<file path="src/rtl/ofifo_collector.sv">
// Output-side collector for the MAC array: one FWFT FIFO per column absorbs the
// column-to-column valid skew and presents fully aligned psum rows to the reader.
module ofifo_collector #(
  parameter int col     = 8,
  parameter int psum_bw = 16,
  parameter int depth   = 16
) (
  input  logic                   clk,
  input  logic                   reset,
  input  logic                   WeightOrOutput,
  input  logic [col-1:0]         valid,
  input  logic [psum_bw*col-1:0] out_s,
  input  logic [psum_bw*col-1:0] OS_out,
  input  logic                   rd,
  output logic [psum_bw*col-1:0] out,
  output logic                   o_valid,
  output logic                   o_full,
  output logic                   o_ready,
  output logic                   overflow
);

  localparam int AW = $clog2(depth);
  localparam logic [AW:0] PTR_ONE = (AW+1)'(1);

  logic [psum_bw-1:0] mem_q [col][depth];
  logic [psum_bw-1:0] lane_in [col];

  logic [AW:0]      wr_ptr_q [col];
  logic [AW:0]      wr_ptr_d [col];
  logic [AW:0]      rd_ptr_q;
  logic [AW:0]      rd_ptr_d;
  logic             overflow_q;
  logic             overflow_d;

  logic [col-1:0]   full;
  logic [col-1:0]   empty;
  logic [col-1:0]   wr_en;
  logic             pop;

  // All columns pop together, so a single read pointer serves every column.
  always_comb begin
    for (int c = 0; c < col; c++) begin
      empty[c]   = (wr_ptr_q[c] == rd_ptr_q);
      full[c]    = (wr_ptr_q[c][AW] != rd_ptr_q[AW]) &&
                   (wr_ptr_q[c][AW-1:0] == rd_ptr_q[AW-1:0]);
      lane_in[c] = WeightOrOutput ? OS_out[c*psum_bw +: psum_bw]
                                  : out_s[c*psum_bw +: psum_bw];
    end
  end

  assign wr_en    = valid & ~full;
  assign o_valid  = ~|empty;
  assign o_full   = |full;
  assign o_ready  = ~o_full;
  assign pop      = rd & o_valid;
  assign overflow = overflow_q;

  always_comb begin
    rd_ptr_d   = pop ? rd_ptr_q + PTR_ONE : rd_ptr_q;
    overflow_d = overflow_q | (|(valid & full));
    for (int c = 0; c < col; c++) begin
      wr_ptr_d[c] = wr_en[c] ? wr_ptr_q[c] + PTR_ONE : wr_ptr_q[c];
    end
  end

  always_ff @(posedge clk) begin
    if (reset) begin
      rd_ptr_q   <= '0;
      overflow_q <= 1'b0;
      for (int c = 0; c < col; c++) begin
        wr_ptr_q[c] <= '0;
      end
    end else begin
      rd_ptr_q   <= rd_ptr_d;
      overflow_q <= overflow_d;
      for (int c = 0; c < col; c++) begin
        wr_ptr_q[c] <= wr_ptr_d[c];
      end
    end
  end

  // Storage carries no reset; stale contents are unreachable once pointers clear.
  always_ff @(posedge clk) begin
    for (int c = 0; c < col; c++) begin
      if (wr_en[c]) begin
        mem_q[c][wr_ptr_q[c][AW-1:0]] <= lane_in[c];
      end
    end
  end

  always_comb begin
    for (int c = 0; c < col; c++) begin
      out[c*psum_bw +: psum_bw] = o_valid ? mem_q[c][rd_ptr_q[AW-1:0]] : '0;
    end
  end

endmodule
</file>
<file path="config.mk">
export PLATFORM = sky130hd
export DESIGN_NAME = ofifo_collector
export DESIGN_NICKNAME = d
export VERILOG_FILES = /design/src/rtl/ofifo_collector.sv
export SDC_FILE = /design/constraint.sdc
export NUM_CORES = 2
export LEC_CHECK = 0
export ABC_AREA = 1
export CORE_MARGIN = 10
export CORE_UTILIZATION = 40
export DETAILED_ROUTE_END_ITERATION = 10
export REMOVE_ABC_BUFFERS = 1
export SETUP_SLACK_MARGIN = 0.3
export SLEW_MARGIN = 15
export SYNTH_ARGS = -nofsm -noshare
export SYNTH_HDL_FRONTEND = slang
export SYNTH_SLANG_ARGS = --single-unit
</file>
<file path="constraint.sdc">
create_clock -name clk -period 3.1 [get_ports clk]
set_input_delay 0.775 -clock clk [delete_from_list [all_inputs] [get_ports clk]]
set_output_delay 0.775 -clock clk [all_outputs]
set_load 0.02 [all_outputs]
</file>
* Word-level counts from Yosys, hierarchy flattened
Memory sizes are Yosys's and may differ from the RTL's. Cells that the tools add are included. Widths: inputs -> output; s select.
Word-level totals: flip-flop bits (word level) 6, output and inout port bits 132, RAM bits 2088, bits of input ports 268, memories kept 2
Operators by class: reduce and logical (&&, ||, !) cells 20, add/subtract/negate cells 9, equal/unequal tests 24, multiplexer cells 91, bitwise logic cells 23, magnitude comparators 17
Memory list:
- mem_q | words 8, width 256, rd ports 8, clocked after memory_dff 0, write ports 8, line 25 | logic [psum_bw-1:0] mem_q [col][depth];
- wr_ptr_q | words 8, width 5, rd ports 8, clocked after memory_dff 0, write ports 8, line 28 | logic [AW:0] wr_ptr_q [col];
Operator list (number):
- $mux 256 | 8
- $mux 16 | 40
- $bmux 16 s4 | 8
- $demux 16 s4 | 8
- $mux 5 | 16
- $add 5x1->5 const B | 9
- $ge 5x5->1 const B | 9
- $not 4->5 | 9
- $eq 5x5->1 | 8
- $lt 5x1->1 const B | 8
- $eq 4x4->1 | 8
- $reduce_or 8->1 | 3
- $and 8x8->8 | 2
- $logic_and 1x1->1 | 16
- $mux 1 | 11
- $or 1x1->1 | 9
- $ne 1x1->1 | 8
- $not 8->8 | 1
- $and 1x1->1 | 1
- $logic_not 1->1 | 1
- $not 1->1 | 1

* Logic depth before layout (Yosys ltp)
depth in word-level cells 6, gate-level depth with buffers 15, gate-level depth less buffers 12

* Worst setup path after synthesis
OpenSTA, ideal clock, no wires.
path type reg-to-output, start reg rd_ptr_q[0], end out out[80], arrival time 1.817 ns, cell stages (with the launch flop) 14, path slack 0.508 ns, path buffers 3, cell sequence dfxtp_1 -> buf_6 -> buf_6 -> nand2_1 -> nand2_1 -> nor2_1 -> nand3_1 -> nand2_1 -> nor2_4 -> nand2_4 -> inv_4 -> buf_2 -> nand2_1 -> nor2_1
On the way: word-level cells in the longest chain between the ends 5, elaborated cells between the ends (all ways) 14
Ends and longest elaborated chain:
- start: declaration | line 30 | logic [AW:0] rd_ptr_q;
- start signal: assignment | line 74 | rd_ptr_q <= rd_ptr_d;
- $not 4->5 (implied by the code) | line 93 | out[c*psum_bw +: psum_bw] = o_valid ? mem_q[c][rd_ptr_q[AW-1:0]] : '0;
- $bmux 16 s4 | line 93
- $mux 16 (implied by the code) (2 in series) | line 93
- $mux 16 (*) | line 93
- end: declaration | line 15 | output logic [psum_bw*col-1:0] out,
Every way passes the cells marked *; elsewhere a longest branch is shown, timed or not. The select of a mux whose other input is x is not followed.

* Worst setup path after layout
start reg rd_ptr_q[0], end out out[72]
Same word-level chain as after synthesis.

==> flow_summary_export.csv <==
group,metric,value,unit
status,status,"complete, but fails checks",
status,failed_checks,"negative setup slack",
clock_network,ctsLongestPathBuffers,3,
synthesis,yosys-top-cells-area,"edfxtp_1 (72%), nand2_1 (8.3%), a21oi_1 (4.6%), a22oi_1 (2.6%), nand3_1 (1.8%)",
min_path,hp-class,"input port to flop",
grt,grt_pass1_wl,360,mm
power_and_ir_drop,p_int,0.0463,W
synthesis,synth-edff-count,2048,
synthesis,synth_top_area_cell,"edfxtp_1",
grt,overflow,0,
placed_design,io_buffers,399,
job,cap_violations,0,
synthesis,yosysMostFrequentCell,"edfxtp_1",
synthesis,synthCells,6740,
timing,rsz0062_at_grt,"true",
timing,tns,-83.50,ns
floorplanning,coreArea,212000,µm²
clock_network,cts_hold_buf,0,
clock_network,cts_htree_levels,4,
grt,grtUsageTotal,20.4,%
route,via_count,57100,
timing,fin_hold_ws,0.382,ns
critical_path,cp_num_buf_inv,9,
power_and_ir_drop,leakage,38.4,nW
layout,seq_area,62400,µm²
power_and_ir_drop,p_sw_share,21.3,%
route,avgViaCountPerCell,5.46,
power_and_ir_drop,clkPwrFrac,42.1,%
critical_path,crit_chain,"buf_12, clkinv_16, buf_12, nand2_4, nand2_4, nor2_4, nand3_2, nand2_2, nor2_4, nand2_8, inv_16, buf_16, buf_16, buf_12, buf_12, nand2_1, nor2_1, buf_4",
critical_path,crit_type,"flop to primary output",
power_and_ir_drop,peakVddDrop,0.612,mV
critical_path,slowest_stage,"dfxtp_4",
timing,finalCritPeriodShare,124,%
critical_path,critPathMostFrequentCell,"buf_12",
power_and_ir_drop,p_per_area,557,nW/µm²
timing,fin_ws,-0.756,ns
layout,nFillCells,18100,
grt,grt_max_degree,80,
clock_network,cts_tree,"built",
critical_path,critPathRequiredTime,2.32,ns
layout,drive_gt1_share,17.0,%
route,drt_iter0_markers,4873,
synthesis,synthTopCellsByCount,"edfxtp_1 (2,048), nand2_1 (1,877), a21oi_1 (788), nand3_1 (313), a22oi_1 (301)",
timing,drv_slew,0,
timing,clock_skew,0.0539,ns
synthesis,avgSynthCellArea,12.7,µm²
timing,worst_pin_slew,0.633,ns
critical_path,critical_path.top_delay_family,"buffers and inverters",
floorplanning,die_area,232000,µm²
critical_path,slowest_delay,0.41,ns
route,ant_nets,0,
synthesis,netlist-cell-type-count,43,
clock_network,worst_skew_pair.late_latency,0.88,ns
grt,grt_antenna_before_repair,10,
floorplanning,start_util,40.2,%
layout,nets,7760,
power_and_ir_drop,comb_power_share,3.9,%
clock_network,clock-root-buffer,"clkbuf_16",
synthesis,syn_area,85400,µm²
route,dr.pass1.iters,6,
route,routed_wl,246,mm
timing,finalHoldViolations,0,
placed_design,hpwl,141,mm
synthesis,synth_ff_type,"edfxtp_1",
placed_design,dp_slack,-0.304,ns
layout,multi_input_area,21400,µm²
floorplanning,die_h,482,µm
timing,fin_crit,3.86,ns
route,drc,0,
critical_path,worstPathArrival,3.08,ns
timing,setup_violations,131,
critical_path,cp-start-kind,"flop",
synthesis,yosysTopAreaCellShare,72.1,%
timing,max_freq,259,MHz
grt,grt_pass1_vias,55800,
placed_design,place_congestion,0.795,
floorplanning,rows,169,
floorplanning,fp.dieW,482,µm
synthesis,yosysWarnings,0,
floorplanning,pin_count,400,
power_and_ir_drop,p_seq_share,54.0,%
synthesis,ys_seq_area_share,73.1,%
clock_network,clock-sinks,2094,
critical_path,endpoint_kind,"primary output",
route,avgRoutedWirePerCell,23.5,µm
layout,area_growth,23.8,%
clock_network,cts.clk_slew.worst_paths,0.06,ns
timing,maxSlewHeadroom,57.8,%
critical_path,cp_max_fo,7,
clock_network,numCtsBuffers,210,
synthesis,ys_ff_latch,2094,
synthesis,synthArstFlopShare,0,%
power_and_ir_drop,p_sw,0.0125,W
[sequential cells by signal, indices dropped and copies added (netlist names)]
name      cells
overflow      1
rd_ptr_q      5
mem_q      2048
wr_ptr_q     40
[per-layer routing]
layer | up-vias | share of wire (%) | GRT usage, %
met4 | 2 | 3.3 | 7.10
li1 | 26100 | - | -
met2 | 1866 | 48 | 33.6
met1 | 28700 | 42 | 27.5
met5 | - | 0.0065 | 0
met3 | 367 | 5.9 | 3.12
[cell usage in the layout (no fill, tap or decap), types with 111 or more instances in the layout]
cell type	count
a32o_1	127
nand3_1	300
nor2_1	191
mux2_2	128
clkbuf_16	228
nand2_1	1839
a21oi_1	784
edfxtp_1	2048
buf_4	403
a22oi_1	298
clkdlybuf4s50_1	266
o21ai_0	111
[power by group through the flow]
stage / sequential (W) / combinational [W] / clock, W
global placement: 0.0324 / 0.00221 / 0
floorplan: 0.0324 / 0.00107 / 0
finish: 0.0318 / 0.00230 / 0.0247
detailed placement: 0.0324 / 0.00226 / 0
CTS: 0.0318 / 0.00230 / 0.0252
global route: 0.0318 / 0.00253 / 0.0264
[worst min-delay path: cells and delay by family]
family / cells / cell delay (ns)
buf+inv: 2 / 0.29
compound gates: 2 / 0.13
[metrics by stage]
step                cell area, µm²  std cells  power (W)  utilization [%]
floorplan                    83400       6290     0.0334                -
global placement             95700       9954     0.0346             45.1
detailed placement           95700       9954     0.0346             45.1
CTS                         105000      10400     0.0593             49.3
global route                106000      10500     0.0607             49.8
finish                      106000      10500     0.0588             49.8
[final timing paths]
path / from / to / slack [ns] / cells after the start
worst min register to register: wr_ptr_q[1][9]$_SDFFE_PP0P_ / wr_ptr_q[1][9]$_SDFFE_PP0P_ / 0.55 / 3
worst max-delay path: rd_ptr_q[0]$_SDFFE_PP0P_ / out[72] / -0.76 / 18
worst min-delay path: reset / wr_ptr_q[1][7]$_SDFFE_PP0P_ / 0.38 / 4
worst max register to register: rd_ptr_q[0]$_SDFFE_PP0P_ / mem_q[0][85]$_DFFE_PP_ / 0.47 / 11
[logic make-up (layout without fill, tap and decap cells)]
kind of cell               after synthesis  after routing  synth area share, %
and+or+nand+nor                       2528           2528                 11.7
DFF                                   2094           2094                 73.1
AOI/OAI and AO/OA                     1413           1413                 10.2
buffers and inverters                  519           1418                 2.55
muxes                                  128            128                 1.69
adders and majority gates               33             33                0.484
xor gates and xnor gates                25             25                0.257
other                                    0              2                    0
[timing repair]
| action | CTS | global route |
|---|---|---|
| gates resized for setup | 651 | 181 |
| pin swaps | 20 | 29 |
| cloned | 36 | 17 |
| setup endpoints to repair | 132 | 161 |
| setup buffers | 37 | 24 |
| hold endpoints to repair | 0 | 0 |
[layout make-up]
cell class	count	area share, %
Antenna cell	2	0.00474
Inverter	69	0.313
Timing Repair inverter	1	0.00829
Tap cell	2821	3.34
Timing Repair Buffer	956	10.6
Clock buffer	252	5.14
Sequential cell	2094	59.1
Multi-Input combinational cell	4127	20.3
Clock inverter	140	1.23
No activity file was read; power rests on OpenSTA's default activity.
